File: config.mk
export PLATFORM = sky130hd
export DESIGN_NAME = frontend_tx_ip_hdr_assembler_flat
export DESIGN_NICKNAME = d
export VERILOG_FILES = /design/src/rtl/frontend_tx_ip_hdr_assembler_if.sv /design/src/rtl/frontend_tx_ip_hdr_assembler.sv /design/src/flat_wrapper.sv
export SDC_FILE = /design/constraint.sdc
export NUM_CORES = 1
export LEC_CHECK = 0
export CORE_AREA = 2 2 152 154
export DETAILED_ROUTE_END_ITERATION = 7
export DIE_AREA = 0 0 154 156
export REMOVE_ABC_BUFFERS = 1
export SYNTH_ARGS = -nofsm -noshare
export SYNTH_HDL_FRONTEND = slang
export SYNTH_SLANG_ARGS = --single-unit
File: constraint.sdc
create_clock -name clk -period 2.08 [get_ports clk]
set_clock_uncertainty 0.1 [all_clocks]
set_input_delay 0.416 -clock clk [delete_from_list [all_inputs] [get_ports clk]]
set_output_delay 0.416 -clock clk [all_outputs]
set_load 0.01 [all_outputs]
File: src/rtl/frontend_tx_ip_hdr_assembler_if.sv
// ============================================================================
// Module  : frontend_tx_ip_hdr_assembler_if
// Brief   : Header/segment handshake bundle for the TX IPv4 header assembler.
// Rev     : 1.0
// ============================================================================
`default_nettype none

`ifndef IP_ADDR_W
`define IP_ADDR_W 32
`endif
`ifndef TOT_LEN_W
`define TOT_LEN_W 16
`endif
`ifndef MAC_INTERFACE_W
`define MAC_INTERFACE_W 64
`endif
`ifndef MAC_PADBYTES_W
`define MAC_PADBYTES_W 3
`endif

interface frontend_tx_ip_hdr_assembler_if;
  logic                         src_ip_tx_hdr_val;
  logic                         ip_src_tx_hdr_rdy;
  logic [`IP_ADDR_W-1:0]        src_ip_tx_src_ip;
  logic [`IP_ADDR_W-1:0]        src_ip_tx_dst_ip;
  logic [`TOT_LEN_W-1:0]        src_ip_tx_tcp_len;
  logic                         src_ip_tx_data_val;
  logic                         ip_src_tx_data_rdy;
  logic [`MAC_INTERFACE_W-1:0]  src_ip_tx_data;
  logic                         src_ip_tx_data_last;
  logic [`MAC_PADBYTES_W-1:0]   src_ip_tx_data_padbytes;
  logic                         ip_dst_tx_hdr_val;
  logic                         dst_ip_tx_hdr_rdy;
  logic [159:0]                 ip_dst_tx_ip_hdr;
  logic                         ip_dst_tx_data_val;
  logic                         dst_ip_tx_data_rdy;
  logic [`MAC_INTERFACE_W-1:0]  ip_dst_tx_data;
  logic                         ip_dst_tx_data_last;
  logic [`MAC_PADBYTES_W-1:0]   ip_dst_tx_data_padbytes;

  // Assembler's view of the bundle.
  modport slave (
    input  src_ip_tx_hdr_val, src_ip_tx_src_ip, src_ip_tx_dst_ip, src_ip_tx_tcp_len,
    input  src_ip_tx_data_val, src_ip_tx_data, src_ip_tx_data_last, src_ip_tx_data_padbytes,
    input  dst_ip_tx_hdr_rdy, dst_ip_tx_data_rdy,
    output ip_src_tx_hdr_rdy, ip_src_tx_data_rdy,
    output ip_dst_tx_hdr_val, ip_dst_tx_ip_hdr,
    output ip_dst_tx_data_val, ip_dst_tx_data, ip_dst_tx_data_last, ip_dst_tx_data_padbytes
  );

  // Surrounding pipeline's view (upstream source plus downstream sink).
  modport master (
    output src_ip_tx_hdr_val, src_ip_tx_src_ip, src_ip_tx_dst_ip, src_ip_tx_tcp_len,
    output src_ip_tx_data_val, src_ip_tx_data, src_ip_tx_data_last, src_ip_tx_data_padbytes,
    output dst_ip_tx_hdr_rdy, dst_ip_tx_data_rdy,
    input  ip_src_tx_hdr_rdy, ip_src_tx_data_rdy,
    input  ip_dst_tx_hdr_val, ip_dst_tx_ip_hdr,
    input  ip_dst_tx_data_val, ip_dst_tx_data, ip_dst_tx_data_last, ip_dst_tx_data_padbytes
  );
endinterface

`default_nettype wire

File: src/rtl/frontend_tx_ip_hdr_assembler.sv
// ============================================================================
// Module  : frontend_tx_ip_hdr_assembler
// Brief   : Builds the 20-byte IPv4 header for one TCP segment, then forwards
//           the segment. Checksum generation enabled by FRONTEND_TX_IP_HDR_CHKSUM_EN.
// Rev     : 1.0
// ============================================================================
`default_nettype none

module frontend_tx_ip_hdr_assembler #(
  parameter logic [7:0]  TTL_VAL   = 8'd64,
  parameter logic [7:0]  PROTO_VAL = 8'd6,
  parameter logic [15:0] ID_INIT   = 16'd0
) (
  input  logic                           clk,
  input  logic                           rst,
  frontend_tx_ip_hdr_assembler_if.slave  bus,
  output logic                           ip_tx_len_err
);

  typedef enum logic [2:0] {
    IDLE = 3'd0,
    SUM  = 3'd1,
    FOLD = 3'd2,
    HDR  = 3'd3,
    DATA = 3'd4
  } state_t;

  state_t        r_state;
  state_t        w_next;
  logic          w_hdr_rdy;
  logic          w_hdr_val;
  logic          w_data_val;
  logic          w_data_rdy;
  logic [159:0]  r_hdr;
  logic [15:0]   r_id;
  logic          r_len_err;
  logic [15:0]   w_total_len;
  logic          w_hdr_accept;

  assign w_total_len  = bus.src_ip_tx_tcp_len[15:0] + 16'd20;
  assign w_hdr_accept = (r_state == IDLE) && bus.src_ip_tx_hdr_val;

  always_ff @(posedge clk) begin
    if (rst) begin
      r_state <= IDLE;
    end else begin
      r_state <= w_next;
    end
  end

  always_comb begin
    w_next     = r_state;
    w_hdr_rdy  = 1'b0;
    w_hdr_val  = 1'b0;
    w_data_val = 1'b0;
    w_data_rdy = 1'b0;
    case (r_state)
      IDLE: begin
        w_hdr_rdy = 1'b1;
        if (bus.src_ip_tx_hdr_val) begin
`ifdef FRONTEND_TX_IP_HDR_CHKSUM_EN
          w_next = SUM;
`else
          w_next = HDR;
`endif
        end
      end
      SUM:  w_next = FOLD;
      FOLD: w_next = HDR;
      HDR: begin
        w_hdr_val = 1'b1;
        if (bus.dst_ip_tx_hdr_rdy) begin
          w_next = DATA;
        end
      end
      DATA: begin
        w_data_val = bus.src_ip_tx_data_val;
        w_data_rdy = bus.dst_ip_tx_data_rdy;
        if (bus.src_ip_tx_data_val && bus.dst_ip_tx_data_rdy && bus.src_ip_tx_data_last) begin
          w_next = IDLE;
        end
      end
      default: w_next = IDLE;
    endcase
  end

`ifdef FRONTEND_TX_IP_HDR_CHKSUM_EN
  logic [19:0] r_sum;
  logic [19:0] w_sum;
  logic [16:0] w_fold1;
  logic [15:0] w_fold2;

  // Checksum word (bytes 10-11) is still zero while SUM runs.
  always_comb begin
    w_sum = 20'd0;
    for (int i = 0; i < 10; i++) begin
      w_sum = w_sum + {4'd0, r_hdr[159 - 16*i -: 16]};
    end
  end

  assign w_fold1 = {1'b0, r_sum[15:0]} + {13'd0, r_sum[19:16]};
  assign w_fold2 = w_fold1[15:0] + {15'd0, w_fold1[16]};

  always_ff @(posedge clk) begin
    if (rst) begin
      r_sum <= 20'd0;
    end else if (r_state == SUM) begin
      r_sum <= w_sum;
    end
  end
`endif

  always_ff @(posedge clk) begin
    if (rst) begin
      r_hdr     <= 160'd0;
      r_id      <= ID_INIT;
      r_len_err <= 1'b0;
    end else begin
      if (w_hdr_accept) begin
        r_hdr <= {8'h45, 8'h00, w_total_len, r_id, 16'h4000, TTL_VAL, PROTO_VAL,
                  16'h0000, bus.src_ip_tx_src_ip, bus.src_ip_tx_dst_ip};
        if (bus.src_ip_tx_tcp_len > 16'd65515) begin
          r_len_err <= 1'b1;
        end
      end
`ifdef FRONTEND_TX_IP_HDR_CHKSUM_EN
      if (r_state == FOLD) begin
        r_hdr[79:64] <= ~w_fold2;
      end
`endif
      if ((r_state == HDR) && bus.dst_ip_tx_hdr_rdy) begin
        r_id <= r_id + 16'd1;
      end
    end
  end

  assign bus.ip_src_tx_hdr_rdy       = w_hdr_rdy;
  assign bus.ip_dst_tx_hdr_val       = w_hdr_val;
  assign bus.ip_dst_tx_ip_hdr        = r_hdr;
  assign bus.ip_dst_tx_data_val      = w_data_val;
  assign bus.ip_src_tx_data_rdy      = w_data_rdy;
  assign bus.ip_dst_tx_data          = bus.src_ip_tx_data;
  assign bus.ip_dst_tx_data_last     = bus.src_ip_tx_data_last;
  assign bus.ip_dst_tx_data_padbytes = bus.src_ip_tx_data_padbytes;
  assign ip_tx_len_err               = r_len_err;

endmodule

`default_nettype wire
File: src/flat_wrapper.sv
// flat-port wrapper written by rule: the top's interface ports become plain ports
module frontend_tx_ip_hdr_assembler_flat 
#(
  parameter logic [7:0]  TTL_VAL   = 8'd64,
  parameter logic [7:0]  PROTO_VAL = 8'd6,
  parameter logic [15:0] ID_INIT   = 16'd0
)
  (clk, rst, ip_tx_len_err, bus_src_ip_tx_hdr_val, bus_src_ip_tx_src_ip, bus_src_ip_tx_dst_ip, bus_src_ip_tx_tcp_len, bus_src_ip_tx_data_val, bus_src_ip_tx_data, bus_src_ip_tx_data_last, bus_src_ip_tx_data_padbytes, bus_dst_ip_tx_hdr_rdy, bus_dst_ip_tx_data_rdy, bus_ip_src_tx_hdr_rdy, bus_ip_src_tx_data_rdy, bus_ip_dst_tx_hdr_val, bus_ip_dst_tx_ip_hdr, bus_ip_dst_tx_data_val, bus_ip_dst_tx_data, bus_ip_dst_tx_data_last, bus_ip_dst_tx_data_padbytes);
  frontend_tx_ip_hdr_assembler_if bus_i ();
  input  logic clk;
  input  logic rst;
  output logic ip_tx_len_err;
  input wire logic [$bits(bus_i.src_ip_tx_hdr_val)-1:0] bus_src_ip_tx_hdr_val;
  input wire logic [$bits(bus_i.src_ip_tx_src_ip)-1:0] bus_src_ip_tx_src_ip;
  input wire logic [$bits(bus_i.src_ip_tx_dst_ip)-1:0] bus_src_ip_tx_dst_ip;
  input wire logic [$bits(bus_i.src_ip_tx_tcp_len)-1:0] bus_src_ip_tx_tcp_len;
  input wire logic [$bits(bus_i.src_ip_tx_data_val)-1:0] bus_src_ip_tx_data_val;
  input wire logic [$bits(bus_i.src_ip_tx_data)-1:0] bus_src_ip_tx_data;
  input wire logic [$bits(bus_i.src_ip_tx_data_last)-1:0] bus_src_ip_tx_data_last;
  input wire logic [$bits(bus_i.src_ip_tx_data_padbytes)-1:0] bus_src_ip_tx_data_padbytes;
  input wire logic [$bits(bus_i.dst_ip_tx_hdr_rdy)-1:0] bus_dst_ip_tx_hdr_rdy;
  input wire logic [$bits(bus_i.dst_ip_tx_data_rdy)-1:0] bus_dst_ip_tx_data_rdy;
  output wire logic [$bits(bus_i.ip_src_tx_hdr_rdy)-1:0] bus_ip_src_tx_hdr_rdy;
  output wire logic [$bits(bus_i.ip_src_tx_data_rdy)-1:0] bus_ip_src_tx_data_rdy;
  output wire logic [$bits(bus_i.ip_dst_tx_hdr_val)-1:0] bus_ip_dst_tx_hdr_val;
  output wire logic [$bits(bus_i.ip_dst_tx_ip_hdr)-1:0] bus_ip_dst_tx_ip_hdr;
  output wire logic [$bits(bus_i.ip_dst_tx_data_val)-1:0] bus_ip_dst_tx_data_val;
  output wire logic [$bits(bus_i.ip_dst_tx_data)-1:0] bus_ip_dst_tx_data;
  output wire logic [$bits(bus_i.ip_dst_tx_data_last)-1:0] bus_ip_dst_tx_data_last;
  output wire logic [$bits(bus_i.ip_dst_tx_data_padbytes)-1:0] bus_ip_dst_tx_data_padbytes;
  assign bus_i.src_ip_tx_hdr_val = bus_src_ip_tx_hdr_val;
  assign bus_i.src_ip_tx_src_ip = bus_src_ip_tx_src_ip;
  assign bus_i.src_ip_tx_dst_ip = bus_src_ip_tx_dst_ip;
  assign bus_i.src_ip_tx_tcp_len = bus_src_ip_tx_tcp_len;
  assign bus_i.src_ip_tx_data_val = bus_src_ip_tx_data_val;
  assign bus_i.src_ip_tx_data = bus_src_ip_tx_data;
  assign bus_i.src_ip_tx_data_last = bus_src_ip_tx_data_last;
  assign bus_i.src_ip_tx_data_padbytes = bus_src_ip_tx_data_padbytes;
  assign bus_i.dst_ip_tx_hdr_rdy = bus_dst_ip_tx_hdr_rdy;
  assign bus_i.dst_ip_tx_data_rdy = bus_dst_ip_tx_data_rdy;
  assign bus_ip_src_tx_hdr_rdy = bus_i.ip_src_tx_hdr_rdy;
  assign bus_ip_src_tx_data_rdy = bus_i.ip_src_tx_data_rdy;
  assign bus_ip_dst_tx_hdr_val = bus_i.ip_dst_tx_hdr_val;
  assign bus_ip_dst_tx_ip_hdr = bus_i.ip_dst_tx_ip_hdr;
  assign bus_ip_dst_tx_data_val = bus_i.ip_dst_tx_data_val;
  assign bus_ip_dst_tx_data = bus_i.ip_dst_tx_data;
  assign bus_ip_dst_tx_data_last = bus_i.ip_dst_tx_data_last;
  assign bus_ip_dst_tx_data_padbytes = bus_i.ip_dst_tx_data_padbytes;
  frontend_tx_ip_hdr_assembler #(.TTL_VAL(TTL_VAL), .PROTO_VAL(PROTO_VAL), .ID_INIT(ID_INIT)) u_core (.clk(clk), .rst(rst), .bus(bus_i), .ip_tx_len_err(ip_tx_len_err));
endmodule
* After elaboration in Yosys (flattened, before gate mapping)
Index checks and enable logic that the tools add are counted.
** Word-level totals
- Output and inout port bits :: 233
- Register bits :: 121
- Input port bits :: 154
- Word-level logic and storage cells :: 29
** Cells by class
- Reductions and logical operators :: 7
- Add/subtract/negate cells :: 2
- Mux-type cells :: 8
- Magnitude comparators :: 1
- Equality and inequality tests :: 7
** Operator list (number)
- $add 16x1->16 const B :: 1
- $add 16x5->16 const B :: 1
- $gt 16x16->1 const B :: 1
- $pmux 3 s5 :: 1
- $mux 3 :: 3
- $eq 3x2->1 const B :: 2
- $logic_and 1x1->1 :: 4
- $mux 1 :: 4
- $ne 2x2->1 const B :: 2
- $eq 3x1->1 const B :: 1
- $eq 3x3->1 const B :: 1
- $logic_not 3->1 :: 1
- $reduce_and 3->1 :: 1
- $ne 2x1->1 const B :: 1
- $reduce_and 2->1 :: 1

* Logic depth before layout (Yosys ltp)
Gate-level depths: netlist of the first run.
- Depth in word-level cells :: 4
- Depth in mapped cells :: 7
- Depth with buffers taken out :: 6

* Least setup slack after synthesis of the first run
OpenSTA, ideal clock, no wires.
- Kind :: reg2reg
- Start :: reg u_core.r_state[2]
- End :: reg u_core.r_id[15]
- Library setup time :: 0.123 ns
- Clock period less this slack :: 1.614 ns
- Cell stages (with the launch flop) :: 6
- Setup slack :: 0.466 ns
- Arrival time :: 1.391 ns
- Cells stage by stage :: dfxtp_1 > clkbuf_1 > nand4b_4 > nor4_4 > nand3_1 > mux2_1
** On the way
- Word-level cells in the longest chain between the ends :: 2
** RTL lines
- start: declaration :: RTL line frontend_tx_ip_hdr_assembler.sv:28 : state_t r_state;
- start signal: assignment :: RTL line frontend_tx_ip_hdr_assembler.sv:47 : r_state <= w_next;
- $eq 3x2->1 :: RTL line frontend_tx_ip_hdr_assembler.sv:131 : if ((r_state == HDR) && bus.dst_ip_tx_hdr_rdy) begin
- $logic_and 1x1->1 :: RTL line frontend_tx_ip_hdr_assembler.sv:131
- end signal: assignment :: RTL line frontend_tx_ip_hdr_assembler.sv:132 : r_id <= r_id + 16'd1;
- end: declaration :: RTL line frontend_tx_ip_hdr_assembler.sv:35 : logic [15:0] r_id;
No other way between the ends.
A chain may end at the register's enable or synchronous reset.

==> impl_metrics.py, run 1 <==
metrics = {
    "clocking": {
        "cts_sinks": 117,
        "cts_made_buffers": 17,
        "hold_buffers": 0,
        "htreeDepth": 4,
        "cts_tree": "built",
        "cts_setup_buffers": 0,
        "root_buffer": "clkbuf_16",
        "insertion_delay_ns": 0.41,
        "clk_path_buf_depth": 2,
        "clkTransAtPathRegs_ns": 0.06,
        "post_cts_resized": 9,
    },
    "sta": {
        "post-route-min-period_ns": 2.00,
        "setup_tns_ns": 0,
        "setup_viol": 0,
        "rsz0062_at_grt": "false",
        "report.final.slew_viol_count": 0,
        "period_share_pct": 96.1,
        "max_clock_freq_mhz": 500,
        "finalHoldViolations": 0,
        "timing.final.ws_setup_ns": 0.0815,
    },
    "synthesis": {
        "yosys_warnings": 0,
        "netlist_area_um2": 5540,
        "yosysTopAreaCellShare_pct": 42.3,
        "ys_seq_area_share_pct": 42.3,
        "netlist_instances": 688,
        "ys_ff_latch": 117,
        "synth_ff_type": "dfxtp_1",
        "syn_avg_cell_area_um2": 8.05,
        "synth.area.top_cells": "dfxtp_1 42%, buf_4 18%, nand2_1 12%, a21oi_1 8.1%, xnor2_1 2.7%",
        "ys_types": 39,
        "async_reset_ff_share_pct": 0,
        "synth_edf_count": 0,
        "yosys.area.top_type": "dfxtp_1",
    },
    "setup_path": {
        "critical_path_arrival_ns": 1.48,
        "critPathMaxStageDelay_ns": 0.60,
        "worst_setup_path_start_kind": "register",
        "crit_slowest_cell": "clkdlybuf4s50_1",
        "worstPathBufferInverterCount": 1,
        "crit_family": "buffers and inverters",
        "path_max_fanout": 8,
        "crit_chain": "clkdlybuf4s50_1",
        "critPathCaptureType": "primary output",
        "crit_required_ns": 1.56,
        "critical_path_class": "register to primary output",
    },
    "floorplanning": {
        "rows": 55,
        "die_area_um2": 24000,
        "core_area_um2": 22400,
        "start_util_pct": 24.8,
        "die_w_um": 154,
        "chipHeight_um": 156,
        "ioPinCount": 387,
    },
    "placed_design": {
        "finalWeightedCongestion": 0.749,
        "io_buffers": 195,
        "dp_hpwl_mm": 17.6,
        "place_ws_ns": -0.0876,
    },
    "global_route": {
        "grt_max_degree": 63,
        "met2_usage_pct": 26.7,
        "grt_first_pass_wirelength_mm": 30.6,
        "top_usage_layer": "met2",
        "use_met1_pct": 19.0,
        "gr-usage-met3_pct": 15.0,
        "grt_pass1_vias": 4362,
        "overflow": 0,
        "grt_usage_pct": 18.0,
        "antenna_found_initial": 3,
    },
    "final_layout": {
        "syn_to_final_growth_pct": 40.0,
        "nFillCells": 2346,
        "nets": 967,
        "regArea_um2": 2350,
        "drive_gt1_share_pct": 8.51,
        "multiInputGateArea_um2": 2250,
    },
    "routing": {
        "dr.pass1.iters": 5,
        "drc": 0,
        "drtIter0Drc": 294,
        "num_vias": 4706,
        "wl_mm": 22.2,
        "wire_per_inst_um": 20.0,
        "ant_nets": 0,
        "via_per_inst": 4.24,
    },
    "job": {
        "max_cap_violations": 0,
    },
    "power_and_ir_drop": {
        "power_density_nw_per_um2": 839,
        "vdd_ir_drop_max_mv": 0.411,
        "p_leak_uw": 0.00288,
    },
    "run_status": {
        "status": "finished clean",
    },
    "min_path": {
        "hold_class": "input pin to register",
    },
}
## per-layer routing
layer,vias up,wire length [µm]
li1,2286,-
met1,2096,8520
met2,292,9700
met3,24,3590
met4,8,218
met5,-,176
## cell usage after synthesis (all sizes together) (5+ instances only)
| cell type | count |
|---|---|
| a211oi | 11 |
| nand2 | 179 |
| buf | 154 |
| dfxtp | 117 |
| nand3 | 10 |
| mux2 | 5 |
| clkbuf | 14 |
| a21oi | 90 |
| nor3 | 9 |
| nor2 | 39 |
| nor2b | 6 |
| xnor2 | 17 |
## where the power goes
group,internal (µW),switching [µW],leakage [µW]
sequential,2370,80.1,0.000956
combinational,554,524,0.00165
clock,1800,1170,0.000275
total,4730,1770,0.00288
## registers in the layout (all words and copies together) (netlist names)
signal                       cells
u_core.bus.ip_dst_tx_ip_hdr     97
u_core.r_id                     16
u_core.r_state                   3
u_core.ip_tx_len_err             1
## worst paths after layout
check / startpoint / end / slack, ns / cells past startpoint
worst min-delay path: rst / u_core.r_id[8] / 0.28 / 2
worst min register to register: u_core.bus.ip_dst_tx_ip_hdr[114] / u_core.bus.ip_dst_tx_ip_hdr[114] / 0.35 / 2
worst max-delay path: u_core.bus.ip_dst_tx_ip_hdr[110] / bus_ip_dst_tx_ip_hdr[158] / 0.08 / 1
worst max register to register: u_core.r_id[2] / u_core.r_id[13] / 0.34 / 4
## stage by stage
step	hold slack [ns]	power [µW]	instance area (µm²)	std cells	util, %
floorplan	0.335	2900	4590	576	-
global placement	0.340	3580	7150	1076	32.0
detailed placement	0.346	3590	7150	1076	32.0
CTS	0.263	6620	7750	1108	34.6
global route	0.279	6830	7750	1108	34.6
finish	0.279	6510	7750	1109	34.7
## cell families after synthesis
kind of cell	after synthesis	synth area share (%)
flip-flops	117	42.3
XOR/XNOR	19	3.01
other	1	0.0677
AND/OR/NAND/NOR	264	21.3
AO/OA/AOI/OAI	108	10.6
buffers and inverters	171	21.0
adder cells (fa/ha/maj)	3	0.678
multiplexers	5	1.02
## layout make-up
type / instances / area share, %
tap: 285 / 4.60
clock buffer: 18 / 5.67
sequential: 117 / 30.3
antenna: 1 / 0.0323
multi-input combinational: 456 / 29.1
clock inverter: 14 / 1.95
inverter: 3 / 0.145
timing repair buffer: 215 / 28.2
## layout by cell type (no fill, tap or decap), types with 3 or more instances in the layout
cell type	netlist	routed
conb_1	1	57
buf_12	0	7
dfxtp_1	117	114
nand3_1	10	10
and3_1	3	3
nor2b_1	6	6
xnor2_1	17	17
inv_1	3	3
clkinvlp_4	0	5
o21ai_0	3	3
a21oi_1	90	90
inv_6	0	3
nor3_1	8	8
buf_4	132	14
a211oi_1	9	9
nand2_1	179	178
nor2_1	39	38
clkbuf_16	0	17
ha_1	3	3
clkdlybuf4s50_1	0	190
mux2_1	5	5
dlygate4sd2_1	0	3
Power figures use the tool's default switching activity.
==> run 2: changes to the inputs <==
CAP_MARGIN = 10   (was not set)
CELL_PAD_IN_SITES_DETAIL_PLACEMENT = 1   (was not set)
CELL_PAD_IN_SITES_GLOBAL_PLACEMENT = 1   (was not set)
CORE_AREA = not set   (was 2 2 152 154)
CORE_UTILIZATION = 24   (was not set)
DIE_AREA = not set   (was 0 0 154 156)
PLACE_DENSITY_LB_ADDON = 0.1   (was not set)
==> run 2 against run 1 <==
Net effect: sequential power hardly changed; sequential share of layout area stayed put; count of clock-buffer cells in the layout is 4 higher; sequential cell count stayed put; maximum frequency is 2.0% higher; via count is 2.3% higher; critical path depth stayed put; final cell count is 0.27% higher; worst setup slack better by 0.040 ns; register-to-register slack worse by 0.08 ns; cell area stayed put; largest cell class unchanged.
==> impl_metrics.py, run 2 (synthesis results as in run 1) <==
metrics = {
    "routing": {
        "wl_mm": 22.6,
        "wl_met3_mm": 4.33,
        "dr.pass1.iters": 4,
        "drtIter0Drc": 195,
        "via_per_inst": 4.33,
        "num_vias": 4812,
        "wire_per_inst_um": 20.3,
        "route.met2.wl_mm": 8.89,
        "top_layer": "met5",
        "drt-met1-wl_mm": 8.94,
        "drc": 0,
        "ant_nets": 0,
    },
    "power_and_ir_drop": {
        "clock_power_share_pct": 45.8,
        "p_int_uw": 4890,
        "power.total_uw": 6540,
        "power_frac_comb_pct": 16.6,
        "p_switching_uw": 1660,
        "power_density_nw_per_um2": 844,
        "power_frac_seq_pct": 37.6,
        "p_leak_uw": 0.00290,
        "switching_share_pct": 25.3,
        "vdd_ir_drop_max_mv": 0.342,
    },
    "floorplanning": {
        "ioPinCount": 387,
        "start_util_pct": 24.5,
        "die_w_um": 154,
        "chipHeight_um": 154,
        "die_area_um2": 23700,
        "core_area_um2": 22600,
        "rows": 55,
    },
    "clocking": {
        "clkTransAtPathRegs_ns": 0.06,
        "insertion_delay_ns": 0.41,
        "clk_path_buf_depth": 2,
        "cts_made_buffers": 17,
        "htreeDepth": 4,
        "cts_setup_buffers": 0,
        "cts_tree": "built",
        "root_buffer": "clkbuf_16",
        "cts_sinks": 117,
    },
    "global_route": {
        "grt_first_pass_wirelength_mm": 32.5,
        "grt_max_degree": 42,
        "grt_pass1_vias": 4894,
        "grt_usage_pct": 19.1,
        "antenna_found_initial": 7,
        "overflow": 0,
    },
    "setup_path": {
        "crit_family": "buffers and inverters",
        "reg2regPathDepth": 4,
        "critical_path_class": "register to primary output",
        "critical_path_arrival_ns": 1.44,
        "crit_chain": "clkdlybuf4s50_1",
        "rr_endpoint": "u_core.r_id[15]",
        "ff2ff_setup_slack_ns": 0.26,
        "crit_slowest_cell": "clkdlybuf4s50_1",
        "critPathMaxStageDelay_ns": 0.59,
        "path_max_fanout": 8,
        "rr_startpoint": "u_core.r_id[0]",
        "crit_required_ns": 1.56,
        "critPathCaptureType": "primary output",
        "worstPathBufferInverterCount": 1,
        "worst_setup_path_start_kind": "register",
    },
    "job": {
        "max_cap_violations": 0,
    },
    "min_path": {
        "hold_path.startpoint": "rst",
        "hold_class": "input pin to register",
        "min_to": "u_core.r_id[11]",
        "hold_depth": 2,
    },
    "sta": {
        "setup_viol": 0,
        "finalHoldViolations": 0,
        "holdWs_ns": 0.247,
        "period_share_pct": 94.2,
        "report.final.slew_viol_count": 0,
        "post-route-min-period_ns": 1.96,
        "max_clock_freq_mhz": 510,
        "rsz0062_at_grt": "false",
    },
    "placed_design": {
        "dp_hpwl_mm": 18.0,
        "dp.cells": 1077,
        "io_buffers": 195,
        "finalWeightedCongestion": 0.783,
    },
    "final_layout": {
        "syn_to_final_growth_pct": 40.0,
        "final_cell_mix": "190 x clkdlybuf4s50_1, 178 x nand2_1, 114 x dfxtp_1",
        "nFillCells": 2679,
        "multiInputGateArea_um2": 2250,
        "mostFrequentLayoutCell": "clkdlybuf4s50_1",
        "nets": 968,
        "fin_cells": 1112,
        "largest_reg_flops": 97,
        "drive_gt1_share_pct": 8.26,
        "final_util_pct": 34.2,
        "regArea_um2": 2350,
    },
    "run_status": {
        "status": "finished clean",
    },
}
-- run 2: changes by cell type in the layout (fill, tap and decap cells not counted) --
cell,previous run,this run
clkinvlp_4,5,1
buf_4,14,17
diode_2,1,4
inv_6,3,0
buf_12,7,5
clkbuf_1,0,2
clkbuf_8,1,3
clkinv_2,2,4
bufinv_16,2,3
clkinv_4,2,1
-- run 2: metal layers --
metal | global-route usage (%) | vias up
li1 | - | 2297
met1 | 20.6 | 2150
met2 | 25.9 | 330
met3 | 18.0 | 23
met4 | 4.29 | 12
met5 | 7.66 | -
-- run 2: layout make-up --
class | instances | share of cell area (%)
multi-input combinational | 456 | 29.1
timing repair buffer | 216 | 28.0
sequential | 117 | 30.3
clock inverter | 9 | 1.63
inverter | 3 | 0.145
antenna | 4 | 0.129
tap | 285 | 4.60
clock buffer | 22 | 6.12
-- run 2: per-stage QoR --
step	cell area [µm²]	worst slack [ns]	setup TNS, ns
floorplan	4590	-1.14	-98.40
global placement	7130	-0.0768	-0.282
detailed placement	7130	-0.117	-0.490
CTS	7740	0.0242	0
global route	7740	0.0349	0
finish	7750	0.121	0
-- run 2: repair_timing --
action,CTS,global route
hold buffers,0,0
setup endpoints to repair,4,1
gates resized for setup,9,1
cloned,0,0
-- run 2: how the worst max path moves through the flow --
| stage | startpoint | to | depth (start not counted) |
|---|---|---|---|
| after global routing | u_core.bus.ip_dst_tx_ip_hdr[110] | bus_ip_dst_tx_ip_hdr[82] | 1 |
| after detailed placement | bus_src_ip_tx_tcp_len[2] | u_core.bus.ip_dst_tx_ip_hdr[138] | 6 |
| final | u_core.bus.ip_dst_tx_ip_hdr[110] | bus_ip_dst_tx_ip_hdr[82] | 1 |
| after CTS | u_core.r_state[0] | bus_ip_dst_tx_hdr_val | 3 |
| after global placement | bus_src_ip_tx_tcp_len[2] | u_core.bus.ip_dst_tx_ip_hdr[138] | 6 |
| after floorplan | u_core.r_state[1] | u_core.ip_tx_len_err | 4 |
-- run 2: power groups by stage --
stage / logic [µW] / clock network, µW / registers (µW)
2_1_floorplan: 342 / 0 / 2560
3_3_place_gp: 1090 / 0 / 2500
3_5_place_dp: 1100 / 0 / 2510
4_1_cts: 1100 / 3110 / 2460
5_1_grt: 1180 / 3230 / 2480
6_report: 1080 / 3000 / 2460
==> run 3: changes to the inputs <==
CORE_MARGIN = 10   (was not set)
==> run 3 against run 2 <==
Net effect: final cell count is 0.54% lower; largest power group unchanged; critical path depth stayed put; first-iteration DRC count is 7.2% higher; combinational power hardly changed; count of clock-buffer cells in the layout is 2 lower; cell area is 0.39% lower; worst setup slack worse by 0.017 ns; clock power is 2% higher; non-clock buffer count is 5 lower.
==> impl_metrics.py, run 3 (synthesis results as in run 1) <==
metrics = {
    "routing": {
        "ant_nets": 0,
        "drtIter0Drc": 209,
        "dr.pass1.iters": 4,
        "drc": 0,
        "wire_per_inst_um": 21.1,
        "wl_mm": 23.3,
        "num_vias": 4771,
        "via_per_inst": 4.31,
    },
    "power_and_ir_drop": {
        "power.total_uw": 6600,
        "power_density_nw_per_um2": 854,
        "p_leak_uw": 0.00285,
        "vdd_ir_drop_max_mv": 0.375,
    },
    "global_route": {
        "grt_pass1_vias": 4989,
        "grt_usage_pct": 15.2,
        "grt_max_degree": 66,
        "antenna_found_initial": 1,
        "grt_first_pass_wirelength_mm": 33.0,
        "overflow": 0,
    },
    "sta": {
        "max_clock_freq_mhz": 506,
        "finalHoldViolations": 0,
        "rsz0062_at_grt": "false",
        "setup_viol": 0,
        "period_share_pct": 95.0,
        "post-route-min-period_ns": 1.98,
        "report.final.slew_viol_count": 0,
    },
    "floorplanning": {
        "core_area_um2": 22600,
        "die_area_um2": 29500,
        "start_util_pct": 24.5,
        "chipHeight_um": 172,
        "ioPinCount": 387,
        "rows": 55,
        "die_w_um": 172,
    },
    "placed_design": {
        "dp.cells": 1072,
        "dp_hpwl_mm": 18.4,
        "postPlaceCellArea_um2": 7090,
        "io_buffers": 195,
        "finalWeightedCongestion": 0.759,
    },
    "setup_path": {
        "ff2ff_setup_slack_ns": 0.30,
        "crit_chain": "clkdlybuf4s50_1",
        "crit_family": "buffers and inverters",
        "critical_path_arrival_ns": 1.46,
        "crit_required_ns": 1.56,
        "worstPathBufferInverterCount": 1,
        "critical_path_class": "register to primary output",
        "worst_setup_path_start_kind": "register",
        "path_max_fanout": 8,
        "crit_slowest_cell": "clkdlybuf4s50_1",
        "critPathMaxStageDelay_ns": 0.60,
        "critPathCaptureType": "primary output",
    },
    "clocking": {
        "cts_made_buffers": 17,
        "post_cts_resized": 9,
        "clkTransAtPathRegs_ns": 0.05,
        "htreeDepth": 4,
        "cts_sinks": 117,
        "cts_setup_buffers": 0,
        "insertion_delay_ns": 0.42,
        "root_buffer": "clkbuf_16",
        "clk_path_buf_depth": 2,
        "cts_tree": "built",
        "hold_buffers": 0,
    },
    "final_layout": {
        "nFillCells": 2646,
        "fin_cells": 1106,
        "final_cell_mix": "190 x clkdlybuf4s50_1, 178 x nand2_1, 115 x dfxtp_1",
        "final_util_pct": 34.1,
        "mostFrequentLayoutCell": "clkdlybuf4s50_1",
        "final_cell_area_um2": 7720,
        "multiInputGateArea_um2": 2250,
        "syn_to_final_growth_pct": 39.5,
        "regArea_um2": 2350,
        "largest_reg_flops": 97,
        "nets": 963,
        "drive_gt1_share_pct": 7.94,
    },
    "run_status": {
        "status": "finished clean",
    },
    "min_path": {
        "hold_class": "input pin to register",
    },
    "job": {
        "max_cap_violations": 0,
    },
}
-- run 3: cell count changes in the layout (fill, tap and decap cells not counted), sizes merged --
cell          change
dlygate4sd2       +1
inv               +1
clkbuf            -2
clkinvlp          +4
diode             -2
dlymetal6s2s      -1
buf               -5
clkinv            -2
-- run 3: report_power, final --
part / internal, µW / total [µW] / switching [µW]
registers: 2370 / 2460 / 83.0
clock network: 1970 / 3060 / 1090
logic: 533 / 1080 / 544
total: 4880 / 6600 / 1720
-- run 3: worst paths after layout --
| check | start | endpoint | cells past startpoint |
|---|---|---|---|
| worst max-delay path | u_core.bus.ip_dst_tx_ip_hdr[110] | bus_ip_dst_tx_ip_hdr[152] | 1 |
| worst min-delay path | rst | u_core.r_id[7] | 2 |
| worst max register to register | u_core.r_id[2] | u_core.r_id[15] | 4 |
| worst min register to register | u_core.bus.ip_dst_tx_ip_hdr[128] | u_core.bus.ip_dst_tx_ip_hdr[128] | 2 |
-- run 3: final cells by class --
cell class | count | share of cell area, %
sequential | 117 | 30.4
multi-input combinational | 456 | 29.2
timing repair buffer | 211 | 27.5
clock buffer | 20 | 6.04
tap | 285 | 4.62
clock inverter | 12 | 1.96
inverter | 3 | 0.146
antenna | 2 | 0.0648
-- run 3: metal layers --
metal  global-route usage [%]  up-vias  part of all wire [%]
met5                     6.86        -                  0.96
met4                     4.16        6                  0.84
met3                     12.6       21                    17
met2                     17.4      311                    33
met1                     19.6     2146                    47
li1                         -     2287                     -
-- run 3: stage by stage --
step	hold slack (ns)	setup slack, ns	TNS [ns]
after floorplan	0.335	-1.14	-98.40
after global placement	0.340	-0.0679	-0.273
after detailed placement	0.346	-0.132	-0.586
after CTS	0.222	0.0711	0
after global routing	0.254	0.0276	0
final	0.236	0.104	0
